==> src/rtl/clkgen_pkg.sv <==
// Shared types and constants for the 8085 front-end clock/reset generator.
// Optional READY synchroniser is enabled with CLKGEN_READY_SYNC_EN.
package clkgen_pkg;

    localparam int unsigned TSTATE_X1_CYCLES = 4;
    localparam int unsigned TSTATE_CNT_W     = 8;

    typedef enum logic [$clog2(TSTATE_X1_CYCLES)-1:0] {
        PH_PHI1 = 2'd0,
        PH_GAP1 = 2'd1,
        PH_PHI2 = 2'd2,
        PH_GAP2 = 2'd3
    } phase_t;

    function automatic phase_t next_phase(input phase_t cur);
        phase_t nxt;
        case (cur)
            PH_PHI1: nxt = PH_GAP1;
            PH_GAP1: nxt = PH_PHI2;
            PH_PHI2: nxt = PH_GAP2;
            default: nxt = PH_PHI1;
        endcase
        return nxt;
    endfunction

endpackage

==> src/rtl/clock_reset_gen_reset_stretch.sv <==
// Saturating T-state counter that holds reset/reset_out high for RESET_TSTATES
// complete T-states after board reset releases, releasing on a T-state start.
module reset_stretch
    import clkgen_pkg::*;
#(
    parameter int unsigned RESET_TSTATES = 3
) (
    input  logic x1,
    input  logic resetn_in,
    input  logic tstate_end,
    input  logic tstate_start,
    output logic reset,
    output logic reset_out
);

    localparam logic [TSTATE_CNT_W-1:0] TARGET = RESET_TSTATES[TSTATE_CNT_W-1:0];

    logic [TSTATE_CNT_W-1:0] tstate_cnt;
    logic [TSTATE_CNT_W-1:0] cnt_next;
    logic                    done_next;

    // Counting stops at the target, so 255 never wraps back to 0.
    always_comb begin
        cnt_next = tstate_cnt;
        if (tstate_end && (tstate_cnt < TARGET)) begin
            cnt_next = tstate_cnt + 1'b1;
        end
        done_next = (cnt_next == TARGET);
    end

    always_ff @(posedge x1) begin
        if (!resetn_in) begin
            tstate_cnt <= '0;
            reset      <= 1'b1;
            reset_out  <= 1'b1;
        end else begin
            tstate_cnt <= cnt_next;
            if (tstate_start && done_next) begin
                reset     <= 1'b0;
                reset_out <= 1'b0;
            end
        end
    end

endmodule

==> src/rtl/clock_reset_gen.sv <==
// Two-phase 8085 clock generator (x1/4) with T-state aligned reset stretch.
// Define CLKGEN_READY_SYNC_EN to add the ready_in -> ready_sync synchroniser.
module clock_reset_gen
    import clkgen_pkg::*;
#(
    parameter int unsigned RESET_TSTATES = 3
) (
    input  logic x1,
    input  logic resetn_in,
    output logic phi1,
    output logic phi2,
    output logic clk_out,
    output logic reset,
    output logic reset_out
`ifdef CLKGEN_READY_SYNC_EN
    ,
    input  logic ready_in,
    output logic ready_sync
`endif
);

    phase_t phase;
    phase_t phase_nxt;
    logic   tstate_end;
    logic   tstate_start;

    always_comb begin
        phase_nxt = next_phase(phase);
    end

    // Outputs are registered from the next phase so they change on the same
    // edge as the phase register itself.
    always_ff @(posedge x1) begin
        if (!resetn_in) begin
            phase   <= PH_GAP2;
            phi1    <= 1'b0;
            phi2    <= 1'b0;
            clk_out <= 1'b0;
        end else begin
            phase   <= phase_nxt;
            phi1    <= (phase_nxt == PH_PHI1);
            phi2    <= (phase_nxt == PH_PHI2);
            clk_out <= (phase_nxt == PH_PHI2) || (phase_nxt == PH_GAP2);
        end
    end

    // The GAP2 held during reset is not a completed T-state; clk_out is only
    // high in GAP2 once a real T-state has run, so it qualifies the strobe.
    assign tstate_end   = (phase == PH_GAP2) && clk_out;
    assign tstate_start = (phase_nxt == PH_PHI1);

    reset_stretch #(
        .RESET_TSTATES(RESET_TSTATES)
    ) u_reset_stretch (
        .x1          (x1),
        .resetn_in   (resetn_in),
        .tstate_end  (tstate_end),
        .tstate_start(tstate_start),
        .reset       (reset),
        .reset_out   (reset_out)
    );

`ifdef CLKGEN_READY_SYNC_EN
    logic ready_meta;

    always_ff @(posedge x1) begin
        if (!resetn_in) begin
            ready_meta <= 1'b0;
            ready_sync <= 1'b0;
        end else begin
            ready_meta <= ready_in;
            if (reset) begin
                ready_sync <= 1'b0;
            end else if (phase_nxt == PH_PHI2) begin
                ready_sync <= ready_meta;
            end
        end
    end
`endif

endmodule
==> config.mk <==
export PLATFORM = sky130hd
export DESIGN_NAME = clock_reset_gen
export DESIGN_NICKNAME = d
export VERILOG_FILES = /design/src/rtl/clkgen_pkg.sv /design/src/rtl/clock_reset_gen_reset_stretch.sv /design/src/rtl/clock_reset_gen.sv
export SDC_FILE = /design/constraint.sdc
export NUM_CORES = 1
export LEC_CHECK = 0
export ABC_AREA = 1
export BUFFER_PORTS_ARGS = -buffer_cell sky130_fd_sc_hd__buf_4
export CAP_MARGIN = 30
export CORE_AREA = 4 4 41 43
export DETAILED_ROUTE_END_ITERATION = 10
export DIE_AREA = 0 0 45 47
export PLACE_DENSITY = 0.69
export SLEW_MARGIN = 20
export SYNTH_ARGS = -nofsm -noshare
export SYNTH_HDL_FRONTEND = slang
export SYNTH_HIERARCHICAL = 1
export SYNTH_SLANG_ARGS = --single-unit
==> constraint.sdc <==
create_clock -name x1 -period 1.7 [get_ports x1]
set_clock_uncertainty 0.2 [all_clocks]
set_input_delay 0.17 -clock x1 [delete_from_list [all_inputs] [get_ports x1]]
set_output_delay 0.17 -clock x1 [all_outputs]
set_load 0.01 [all_outputs]
==> metrics.md <==
| Metric | Value |
|---|---|
| Status | finished clean |
| Synth unique cells | 12 |
| Metal3 WL | 43 µm |
| Pre-CTS setup slack | 0.08038 ns |
| XOR/XNOR Fraction of Synth Area | 0% |
| Cell Pwr Density | 912.2 nW/µm² |
| Multiplexer area fraction after synthesis | 0% |
| Area after DPL | 680.7 µm² |
| Final core utilization | 56.25% |
| Final worst slack | 0.1726 ns |
| Final Hold Violating Endpoints | 0 |
| Unrepaired setup endpoints after global routing | no |
| Fin cells | 105 |
| IO Port Bufs | 6 |
| Share of cells above drive strength 1 | 27.78% |
| Wire length on met2 | 407 µm |
| Largest family of logic cells by synthesized area | simple AND/OR/NAND/NOR gates |
| Synth Register Bits | 14 |
| Mapped Nets | 89 |
| CORE AREA | 1301 µm² |
| Max layer used | met3 |
| Level count of the clock H-tree | 1 |
| Final #Nets | 99 |
| Post-synth top area cell | dfxtp_1 |
| Largest net degree at the start of global routing | 14 |
| Worst-case clock buffer depth | 2 |
| GP Congestion | 0.7857 |
| Min cycle time layout | 1.527 ns |
| Clk_lat worst skew | 0.27 ns |
| Number of synthesized flops with an enable pin | 0 |
| CTS root buffer | clkbuf_4 |
| Row cnt | 13 |
| TNS Setup | 0 ns |
| Maximum vdd drop | 0.0005513 V |
| Initial antenna violation count | 0 |
| Post-CTS Setup Repair Bufs | 0 |
| Met1 wire length | 387 µm |
| First-pass GRT wire length | 1566 µm |
| Worst Tran Pin Value | 0.1325 ns |
| Leakage | 0.4258 nW |
| Data required, critical path | 1.68 ns |
| Startpoint types | flip-flop |
| Commonest register cell after synthesis | dfxtp_1 |
| Synth top cells by count | 18 x inv_1, 18 x nand2_1, 14 x dfxtp_1 |
| P&R area growth vs syn | 16.53% |
| Top cell type's share of synthesized area | 44.62% |
| Relative slew slack | 91.16% |
| Cell area after layout | 732.0 µm² |
| Via Count | 437 |
| CP arrival | 1.50 ns |
| GR Overflow Total | 0 |
| Fmax achieved | 0.6547 GHz |
| Fraction of the mapped netlist area in compound gates | 0% |
| Mapped cell area | 628.1 µm² |
| # IOs | 7 |
| Synth top area cells | dfxtp_1 45%, ha_1 12%, inv_1 11% |
| Synth Instances | 81 |
| Initial DRT Pass Iterations | 5 |
| Vias in the first global route | 425 |
| DP HPWL | 655.6 µm |
| CTS buffer count | 3 |
| CP max FO | 4 |
| Starting density of the core | 48.27% |
| Max-slew violations | 0 |
| Avg Cell Area, Syn | 7.754 µm² |
| Placed cells | 100 |
| Routed WL per cell | 7.990 µm |
| Worst min-delay path class | reg -> reg |
| Max-Cap Viols | 0 |
| Die Ht | 47 µm |
| Clock transition at path regs | 0.08 ns |
| Tcrit/Tclk final | 89.85% |
| # diodes | 0 |
| CTS tree | yes |
| Initial DRC Count | 8 |
| Seq/Total Area, Yosys | 44.62% |
| Die X | 45 µm |
| Yosys warnings | 6 |
| CTS Sinks | 14 |
| FFs w/ async S/R, synth | 0% |
| Synth Area in Simple Gates | 27.89% |
| Adder-Cell Fraction of Synth Area | 11.95% |
| Crit Path Category | reg -> reg |
| Post-DR vias/cell | 4.162 |
| Die area | 2115 µm² |
| DRT Wirelength | 839 µm |
| Post-route ant nets | 0 |
| All-Layer GR Usage | 10.43% |
| Crit end category | flip-flop |
| # DRC | 0 |
| Final Setup Violations | 0 |
==> layout make-up <==
cell class              instances  area (µm²)
inverters                      23       86.33
fillers                       128       569.3
multi-input cells              42       250.2
flip-flops and latches         14       285.3
repair buffers                  7       55.05
clock buffers                   4       36.28
well taps                      15       18.77
==> metal layers <==
layer,vias up,GRT usage (%)
li1,242,-
met1,189,10.23
met2,6,18.64
met3,0,5.747
met4,0,3.509
met5,-,0
==> per-stage QoR <==
step,hold WS [ns],total power [mW]
3_5_place_dp,0.2286,0.4461
4_1_cts,0.2411,0.6839
3_3_place_gp,0.2262,0.4421
2_1_floorplan,0.03865,0.4194
5_1_grt,0.2699,0.7154
6_report,0.2370,0.6677
==> sequential cells by signal, indices dropped and copies added (netlist names) <==
signal,count
phi1,1
clk_out,1
u_reset_stretch/tstate_cnt,8
u_reset_stretch/reset_out,1
phase,2
phi2,1
==> worst max-delay path: stages, from the launching register on <==
cell,delay [ns]
dfxtp_4,0.37
ha_1,0.15
nand2_1,0.05
inv_1,0.06
nand2_2,0.06
nor2_4,0.10
nand2_2,0.07
nand2_1,0.05
nand2_1,0.06
nor2_1,0.10
nand3_1,0.07
nand2_1,0.06
nand2_1,0.04
==> where the power goes <==
group	switching (mW)	total [mW]	internal, mW
Sequential	0.0120	0.358	0.346
Clock	0.0990	0.229	0.130
Combinational	0.0446	0.0805	0.0360
Total	0.155	0.668	0.512
==> cells in the final DEF, fill, tap and decap left out, types with 2 or more instances in the layout <==
cell,count
buf_4,6
inv_1,18
nand2_2,5
nand3_1,4
ha_1,6
nor2_1,6
nand2_1,18
inv_2,5
clkbuf_4,3
dfxtp_1,12
nor2_4,2
==> final timing paths <==
check / from / endpoint / slack, ns / depth (start not counted)
setup / recovery: phase[0] / u_reset_stretch/reset_out / 0.17 / 12
hold / removal: u_reset_stretch/tstate_cnt[4] / u_reset_stretch/tstate_cnt[4] / 0.24 / 2
setup reg to reg: phase[0] / u_reset_stretch/reset_out / 0.17 / 12
hold reg to reg: u_reset_stretch/tstate_cnt[4] / u_reset_stretch/tstate_cnt[4] / 0.24 / 2
==> repair_timing <==
action,in CTS,in global routing
endpoints found under the setup margin,0,1
hold buffers,1,0
resized for setup,0,3
hold endpoints to repair,11,0
==> kinds of logic after synthesis <==
kind of cell | Yosys count
adders and majority gates | 6
buffers and inverters | 25
DFF | 14
and+or+nand+nor | 36
(Power assumes the default switching activity.)
